==> src/rtl/arcade_input_mapper.sv <==
// Debounces cabinet controls and packs them into per-game active-low input bytes.
// Raw-to-output latency is DEBOUNCE_CYCLES+2 cycles; there is no backpressure, every byte refreshes each cycle.
module arcade_input_mapper #(
  parameter int NUM_PLAYERS        = 4,
  parameter int DEBOUNCE_CYCLES    = 16,
  parameter int COIN_PULSE_CYCLES  = 4096,
  parameter int MODE_SETTLE_CYCLES = 16
) (
  input  logic                     clk_sys,
  input  logic                     reset_n,
  input  logic [1:0]               game_mode,
  input  logic [4*NUM_PLAYERS-1:0] joy,
  input  logic [NUM_PLAYERS-1:0]   btn_start,
  input  logic [NUM_PLAYERS-1:0]   btn_fire,
  input  logic                     btn_coin,
  input  logic                     dip_wr,
  input  logic                     dip_addr,
  input  logic [7:0]               dip_data,
  output logic [7:0]               in_1,
  output logic [7:0]               in_2,
  output logic [7:0]               in_4,
  output logic                     coin_pulse
);

  localparam int NB = 6*NUM_PLAYERS + 1;
  localparam int COIN_BIT = NB - 1;
  localparam logic [7:0]  DB_LAST     = 8'(DEBOUNCE_CYCLES - 1);
  localparam logic [7:0]  SETTLE_LOAD = 8'(MODE_SETTLE_CYCLES - 1);
  localparam logic [15:0] COIN_LOAD   = 16'(COIN_PULSE_CYCLES);

  logic [NB-1:0] raw, smp, filt;
  logic [7:0]    dcnt [NB];
  logic          coin_rise;

  assign raw = {btn_coin, btn_fire, btn_start, joy};

  always_ff @(posedge clk_sys) begin
    if (!reset_n) begin
      smp  <= '0;
      filt <= '0;
      for (int i = 0; i < NB; i++) dcnt[i] <= '0;
    end else begin
      smp <= raw;
      for (int i = 0; i < NB; i++) begin
        if (smp[i] == filt[i]) begin
          dcnt[i] <= '0;
        end else if (dcnt[i] == DB_LAST) begin
          filt[i] <= smp[i];
          dcnt[i] <= '0;
        end else begin
          dcnt[i] <= dcnt[i] + 8'd1;
        end
      end
    end
  end

  // Fires on the same edge the filtered coin bit goes high.
  assign coin_rise = smp[COIN_BIT] & ~filt[COIN_BIT] & (dcnt[COIN_BIT] == DB_LAST);

  logic [1:0] mode_q;
  logic [7:0] settle_cnt;
  logic       mode_chg, settling;

  assign mode_chg = (game_mode != mode_q);
  assign settling = mode_chg | (settle_cnt != 8'd0);

  always_ff @(posedge clk_sys) begin
    if (!reset_n) begin
      mode_q     <= game_mode;
      settle_cnt <= '0;
    end else begin
      mode_q <= game_mode;
      if (mode_chg)
        settle_cnt <= SETTLE_LOAD;
      else if (settle_cnt != 8'd0)
        settle_cnt <= settle_cnt - 8'd1;
    end
  end

  logic [15:0] coin_cnt;
  logic        pulse_on;

  assign pulse_on = (coin_cnt != 16'd0);

  always_ff @(posedge clk_sys) begin
    if (!reset_n || settling)
      coin_cnt <= '0;
    else if (coin_rise && !pulse_on)
      coin_cnt <= COIN_LOAD;
    else if (pulse_on)
      coin_cnt <= coin_cnt - 16'd1;
  end

  logic [7:0] dip_a, dip_b, dip_a_nxt, dip_b_nxt;

  // Write-through so a DIP write shows on the very next output update.
  assign dip_a_nxt = (dip_wr && !dip_addr) ? dip_data : dip_a;
  assign dip_b_nxt = (dip_wr &&  dip_addr) ? dip_data : dip_b;

  always_ff @(posedge clk_sys) begin
    if (!reset_n) begin
      dip_a <= 8'h00;
      dip_b <= 8'hF0;
    end else begin
      dip_a <= dip_a_nxt;
      dip_b <= dip_b_nxt;
    end
  end

  logic [15:0] j4;
  logic [3:0]  st4, fi4;

  always_comb begin
    j4  = '0;
    st4 = '0;
    fi4 = '0;
    j4[4*NUM_PLAYERS-1:0]  = filt[4*NUM_PLAYERS-1:0];
    st4[NUM_PLAYERS-1:0]   = filt[5*NUM_PLAYERS-1:4*NUM_PLAYERS];
    fi4[NUM_PLAYERS-1:0]   = filt[6*NUM_PLAYERS-1:5*NUM_PLAYERS];
  end

  wire unused_bits = ^{dip_a_nxt[7:4], fi4[3:2]};

  function automatic logic [3:0] ldru(input logic [15:0] j, input int p);
    return {j[4*p+1], j[4*p+2], j[4*p], j[4*p+3]};
  endfunction

  function automatic logic [3:0] uldr(input logic [15:0] j, input int p);
    return {j[4*p+3], j[4*p+1], j[4*p+2], j[4*p]};
  endfunction

  logic [7:0] map1, map2, map4;

  always_comb begin
    map1 = 8'hFF;
    map2 = 8'hFF;
    map4 = 8'hFF;
    case (mode_q)
      2'd0: begin
        map1 = ~{pulse_on, dip_a_nxt[2:0], 4'b0000};
        map2 = ~{ldru(j4, 0), ldru(j4, 1)};
      end
      2'd1: begin
        map1 = ~{pulse_on, 2'b00, |st4, dip_a_nxt[0], 3'b000};
        map2 = ~{ldru(j4, 1), ldru(j4, 0)};
        map4 = ~{ldru(j4, 3), ldru(j4, 2)};
      end
      2'd2: begin
        map1 = ~{pulse_on, 2'b00, st4[1], st4[0], dip_a_nxt[2:0]};
        map2 = ~{ldru(j4, 0), ldru(j4, 1)};
        map4 = dip_b_nxt;
      end
      default: begin
        map1 = ~{pulse_on, 3'b000, dip_a_nxt[3:0]};
        map2 = ~{fi4[0], st4[1], st4[0], 4'b0000, fi4[1]};
        map4 = ~{uldr(j4, 0), uldr(j4, 1)};
      end
    endcase
  end

  always_ff @(posedge clk_sys) begin
    if (!reset_n || settling) begin
      in_1       <= 8'hFF;
      in_2       <= 8'hFF;
      in_4       <= 8'hFF;
      coin_pulse <= 1'b0;
    end else begin
      in_1       <= map1;
      in_2       <= map2;
      in_4       <= map4;
      coin_pulse <= pulse_on;
    end
  end

endmodule
==> config.mk <==
export PLATFORM = sky130hd
export DESIGN_NAME = arcade_input_mapper
export DESIGN_NICKNAME = d
export VERILOG_FILES = /design/src/rtl/arcade_input_mapper.sv
export SDC_FILE = /design/constraint.sdc
export NUM_CORES = 1
export LEC_CHECK = 0
export CORE_ASPECT_RATIO = 0.7
export CORE_MARGIN = 4
export CORE_UTILIZATION = 60
export CTS_CLUSTER_DIAMETER = 100
export CTS_CLUSTER_SIZE = 40
export DETAILED_ROUTE_END_ITERATION = 16
export GPL_TIMING_DRIVEN = 0
export PLACE_DENSITY = 0.79
export SYNTH_ARGS = -nofsm -noshare
export SYNTH_HDL_FRONTEND = slang
export SYNTH_SLANG_ARGS = --single-unit
==> constraint.sdc <==
create_clock -name clk_sys -period 2.8 [get_ports clk_sys]
set_input_delay 0.84 -clock clk_sys [delete_from_list [all_inputs] [get_ports clk_sys]]
set_output_delay 0.84 -clock clk_sys [all_outputs]
set_load 0.005 [all_outputs]
==> results of run 1 <==
==> through the flow <==
step | worst slack [ns] | power (mW)
final | 0.258 | 7.46
after global routing | 0.191 | 7.75
after CTS | 0.280 | 7.50
after detailed placement | -0.259 | 5.51
after global placement | -0.214 | 5.49
after floorplan | 0.769 | 5.33
==> metal layers <==
metal  vias up  GRT usage [%]  wire length (µm)  share of wire (%)
li1       4677              -                 -                  -
met1      4379           29.9             12300                 48
met2       181           33.9             11800                 46
met3        32           2.10               971                3.8
met4         0           4.27               501                2.0
met5         -              0                 0                  0
==> kinds of logic (layout without fill, tap and decap cells) <==
| group | count (synthesis) | after routing | synth area share [%] |
|---|---|---|---|
| AND/OR/NAND/NOR | 571 | 571 | 21.0 |
| multiplexers | 22 | 22 | 1.72 |
| AO/OA/AOI/OAI | 90 | 90 | 4.26 |
| other | 1 | 185 | 0.0279 |
| adder cells (fa/ha/maj) | 30 | 30 | 2.80 |
| buffers and inverters | 64 | 141 | 1.82 |
| flip-flops | 293 | 293 | 57.4 |
| XOR/XNOR | 167 | 167 | 10.9 |
==> path summary, 6_finish.rpt <==
kind,endpoint,slack [ns],startpoint,cells past startpoint
worst max-delay path,in_2[1],0.26,game_mode[0],5
worst min-delay path,filt[16],0.49,smp[16],2
worst max register to register,in_2[1],0.30,settle_cnt[0],6
worst min register to register,filt[16],0.49,smp[16],2
==> cell usage in the layout (no fill, tap or decap), drive strengths merged, types with 8 or more instances in the layout <==
| cell type | synthesis | final |
|---|---|---|
| dfxtp | 109 | 109 |
| nand3 | 101 | 101 |
| mux2 | 8 | 8 |
| inv | 40 | 40 |
| ha | 30 | 30 |
| nand2 | 69 | 69 |
| nor3 | 12 | 12 |
| clkbuf | 17 | 33 |
| nor4 | 27 | 27 |
| xnor2 | 64 | 64 |
| xor2 | 103 | 103 |
| edfxtp | 184 | 184 |
| and3 | 40 | 40 |
| a221oi | 8 | 8 |
| nor2 | 215 | 215 |
| a21oi | 31 | 31 |
| o21ai | 19 | 19 |
| nand4 | 14 | 14 |
| conb | 1 | 184 |
| o22ai | 8 | 8 |
| or3 | 8 | 8 |
| nand2b | 13 | 13 |
| and2 | 41 | 41 |
| clkdlybuf4s50 | 0 | 60 |
| mux2i | 14 | 14 |
==> area by class of cell <==
class                   instances  area [µm²]
plain buffers                  22        86.3
well taps                     282         353
clock inverters                 1        30.0
diodes                          1        2.50
multi-input cells            1064        6150
clock buffers                  16         294
fillers                      1645        6460
inverters                      42         158
flip-flops and latches        293        7710
repair buffers                 60         601
==> state kept, by name, summed over array words and instances, names as in the netlist <==
signal      flops
dip_a           4
smp            23
in_1            8
dcnt          184
mode_q          2
dip_b           8
settle_cnt      8
filt           23
in_4            8
coin_pulse      1
coin_cnt       16
in_2            8
==> worst register-to-register path, cell delays in order, from the launching register on <==
cell                      delay [ns]
sky130_fd_sc_hd__dfxtp_1        0.35
sky130_fd_sc_hd__inv_1          0.09
sky130_fd_sc_hd__ha_1           0.17
sky130_fd_sc_hd__or3b_1         0.44
sky130_fd_sc_hd__nor3_4         0.36
sky130_fd_sc_hd__nand3_1        0.43
sky130_fd_sc_hd__or3_1          0.55
==> report_power, final <==
group	total [mW]	internal (mW)	switching, mW
Combinational	0.529	0.231	0.297
Clock	2.03	0.768	1.26
Sequential	4.90	4.76	0.141
Total	7.46	5.76	1.70
==> results.toml, run 1 <==
[outcome]
run_status = "finished clean"

[yosys]
netlist.area_leader.share_pct = 41.2
seq_area_frac_synth_pct = 57.4
synth-main-ff-cell = "sky130_fd_sc_hd__edfxtp_1"
library_cell_with_the_highest_instance_count_after_synthesis = "sky130_fd_sc_hd__nor2_1"
synth-async-reset-ratio_pct = 0
netlist_instances = 1238
synth-seq-cells = 293
post_synth_instance_area_um2 = 13400
netlist-cell-type-count = 58
total_number_of_yosys_warnings = 0
ys_top_cells_by_count = "sky130_fd_sc_hd__nor2_1 (215), sky130_fd_sc_hd__edfxtp_1 (184), sky130_fd_sc_hd__dfxtp_1 (109)"
synth_edf_count = 184
netlist_top_cells_area = "sky130_fd_sc_hd__edfxtp_1 (41%), sky130_fd_sc_hd__dfxtp_1 (16%), sky130_fd_sc_hd__xor2_1 (6.7%)"
synth_top_area_cell = "sky130_fd_sc_hd__edfxtp_1"
synth_area_per_cell_um2 = 10.8

[clock_tree]
clock_tree.htree_level_count = 1
setup_fix_buffers_added_after_clock_tree_synthesis = 0
clock_sinks = 293
cts.reportedPaths.clkPinSlew_ns = 0.14
post_cts_hold_buffer_count = 0
clock_buffer_count_from_cts = 11
clockRootBuffer = "sky130_fd_sc_hd__clkbuf_16"
cts_tree = "built"
clock_path_buffers = 3
insertion_delay_ns = 0.50
ctsResizeCount = 0

[sta]
maxSlewViolCount = 0
setup_viol = 0
min_period_over_period_pct = 90.8
finalCriticalPeriod_ns = 2.54
grt_setup_unrepaired = "no"
maximum_frequency_from_static_timing_analysis_ghz = 0.393
final.setup.tns_ns = 0
worst_slew_pin_slew_ns = 0.845
timing.slew.headroom_pct = 43.6
fin_skew_ns = 0.0337
final_hold_vios = 0
hold_slack_ns = 0.488

[detailed_routing]
drtAntennaViolNets = 0
drc = 0
route.final.wire_length_mm = 25.5
detail_route.iter0.violations = 573
routedWlPerCell_um = 14.3
vias_per_cell = 5.20
firstDrtPassIters = 5
via_count = 9269

[setup_path]
critPathCaptureType = "flop"
setup.worst_path.start_class = "primary input"
timing.critical_path.fanout_max = 8
critical-path-max-stage-delay_ns = 0.55
timing.critical_path.buf_inv = 1
crit_chain = "clkdlybuf4s50_1 -> xor2_1 -> nor2_1 -> nand3_1 -> or3_1"
worst_path_dominant_cell_family = "simple AND/OR/NAND/NOR gates"
cp.required_ns = 3.18
setup.worst_path.class = "primary input to flop"
worst-endpoint-arrival_ns = 2.92
slowest_stage = "sky130_fd_sc_hd__or3_1"

[layout]
layout-area-overhead-vs-synth_pct = 14.7
postLayoutCoreUtil_pct = 70.4
instances_no_fill = 1781
final_layout_size_suffix_gt1_share_pct = 2.74
fin_area_um2 = 15400
fin_nets = 1563

[power_and_ir_drop]
cell_area_power_density_nw_per_um2 = 485
p_leak_nw = 5.96
power.ir.vdd_worst_uv = 408

[floorplan]
design.core.area_um2 = 21800
fp-row-count = 45
ios = 64
fp.dieW_um = 187
dieArea_um2 = 24900
dieHeight_um = 133
start_util_pct = 61.4

[flow_run]
maxCapViolCount = 0

[min_path]
min_path_type = "flop to flop"

[global_routing]
initial_antenna_violation_count = 1
grt.overflow.total = 0
grt_pass1_wl_mm = 42.3
grt_pass1_vias = 8793
track_usage_pct = 20.5
grt_start_max_net_pins = 42

[placed_design]
dp_hpwl_mm = 19.1
finalWeightedCongestion = 0.833
post_dp_cell_area_um2 = 15100
portBuffers = 60
dpl.cell_count = 1763
Note: power is estimated with default switching activity, not from simulation.
==> run 2: changes to the inputs <==
--- a/config.mk
+++ b/config.mk
@@ -7,12 +7,13 @@
 export LEC_CHECK = 0
 export CORE_ASPECT_RATIO = 0.7
 export CORE_MARGIN = 4
-export CORE_UTILIZATION = 60
+export CORE_UTILIZATION = 52
 export CTS_CLUSTER_DIAMETER = 100
 export CTS_CLUSTER_SIZE = 40
 export DETAILED_ROUTE_END_ITERATION = 16
 export GPL_TIMING_DRIVEN = 0
-export PLACE_DENSITY = 0.79
+export PLACE_DENSITY = 0.7
+export SKIP_LAST_GASP = 1
 export SYNTH_ARGS = -nofsm -noshare
 export SYNTH_HDL_FRONTEND = slang
 export SYNTH_SLANG_ARGS = --single-unit
==> results.toml, run 2 (synthesized netlist as in run 1, its figures left out) <==
[outcome]
run_status = "finished clean"

[sta]
worst_slew_pin_slew_ns = 0.744
final_hold_vios = 0
hold_slack_ns = 0.490
setup_viol = 0
fin_skew_ns = 0.0203
maximum_frequency_from_static_timing_analysis_ghz = 0.402
timing.slew.headroom_pct = 50.4
finalCriticalPeriod_ns = 2.49
grt_setup_unrepaired = "no"
min_period_over_period_pct = 88.9
maxSlewViolCount = 0

[global_routing]
grt.overflow.total = 0
grt_pass1_wl_mm = 42.0
track_usage_pct = 18.0
grt_pass1_vias = 8631
initial_antenna_violation_count = 0
grt_start_max_net_pins = 42

[setup_path]
critPathCaptureType = "flop"
setup.worst_path.start_class = "primary input"
cp.required_ns = 3.19
setup.worst_path.class = "primary input to flop"
worst-endpoint-arrival_ns = 2.88
reg2regPathDepth = 6
timing.critical_path.fanout_max = 8

[floorplan]
fp.dieW_um = 200
dieArea_um2 = 28500
ios = 64
design.core.area_um2 = 25000
start_util_pct = 53.6
dieHeight_um = 142
fp-row-count = 48

[layout]
layout.filler_cells = 2083
instances_no_fill = 1823
reg_top3 = "dcnt (184), filt (23), smp (23)"
layout_commonest_cell = "sky130_fd_sc_hd__nor2_1"
largest_register_ff_count = 184
final_layout_size_suffix_gt1_share_pct = 2.87
antenna_cells = 0
fin_nets = 1563
layout-area-overhead-vs-synth_pct = 15.0
top_register = "dcnt"
mostFrequentLayoutCells = "sky130_fd_sc_hd__nor2_1 (215), sky130_fd_sc_hd__edfxtp_1 (184), sky130_fd_sc_hd__conb_1 (184), sky130_fd_sc_hd__dfxtp_1 (109), sky130_fd_sc_hd__xor2_1 (103)"

[clock_tree]
post_cts_hold_buffer_count = 0
clockRootBuffer = "sky130_fd_sc_hd__clkbuf_16"
clock_path_buffers = 3
cts.reportedPaths.clkPinSlew_ns = 0.14
ctsResizeCount = 0
insertion_delay_ns = 0.50
clock_buffer_count_from_cts = 11
clock_tree.htree_level_count = 1
setup_fix_buffers_added_after_clock_tree_synthesis = 0
cts_tree = "built"
clock_sinks = 293

[placed_design]
finalWeightedCongestion = 0.823
dp_hpwl_mm = 19.0
portBuffers = 60
dpl.cell_count = 1806

[power_and_ir_drop]
p_leak_nw = 5.97
totalPowerFinal_mw = 7.47
power.ir.vdd_worst_uv = 371
cell_area_power_density_nw_per_um2 = 484

[detailed_routing]
drc = 0
route.final.wire_length_mm = 25.3
drtAntennaViolNets = 0
via_count = 9085
vias_per_cell = 4.98
routedWlPerCell_um = 13.9
detail_route.iter0.violations = 619
firstDrtPassIters = 5

[min_path]
hold-path-cell-count = 2
min_path_type = "flop to flop"

[flow_run]
maxCapViolCount = 0
run 2: metrics by stage:
stage,worst slack (ns),utilization [%],instance area [µm²],setup TNS [ns]
after global placement,-0.238,60.3,15100,-4.17
final,0.312,61.6,15400,0
after floorplan,0.769,-,14100,0
after global routing,0.178,61.6,15400,0
after detailed placement,-0.237,60.3,15100,-4.21
after CTS,0.302,61.6,15400,0
run 2: final cells by class:
type / count / area [µm²] / area share (%)
buffer: 22 / 86.3 / 0.559
clock buffer: 14 / 287 / 1.86
inverter: 42 / 158 / 1.02
sequential: 293 / 7710 / 49.9
timing repair buffer: 60 / 601 / 3.89
tap: 325 / 407 / 2.63
clock inverter: 3 / 33.8 / 0.219
multi-input combinational: 1064 / 6150 / 39.9
run 2: layer usage:
layer	GRT usage [%]	vias to the layer above	part of all wire (%)
li1	-	4663	-
met1	26.9	4252	49
met2	28.9	148	45
met3	2.18	22	4.7
met4	3.04	0	1.6
met5	0	-	0
run 2: worst paths after layout:
path | to | startpoint | slack (ns)
max | in_2[3] | game_mode[1] | 0.31
min | filt[0] | smp[0] | 0.49
max reg2reg | in_2[3] | settle_cnt[0] | 0.41
min reg2reg | filt[0] | smp[0] | 0.49
run 2: critical path, cell delays in order:
cell and delay, ns:
sky130_fd_sc_hd__clkdlybuf4s50_1 0.49, sky130_fd_sc_hd__xor2_1 0.20, sky130_fd_sc_hd__nor2_1 0.44, sky130_fd_sc_hd__nand3_1 0.41, sky130_fd_sc_hd__or3_1 0.50
run 2: power by group:
| part | switching [mW] | internal [mW] | total [mW] |
|---|---|---|---|
| Combinational | 0.292 | 0.231 | 0.523 |
| Sequential | 0.139 | 4.76 | 4.90 |
| Clock | 1.29 | 0.765 | 2.05 |
| Total | 1.72 | 5.75 | 7.47 |
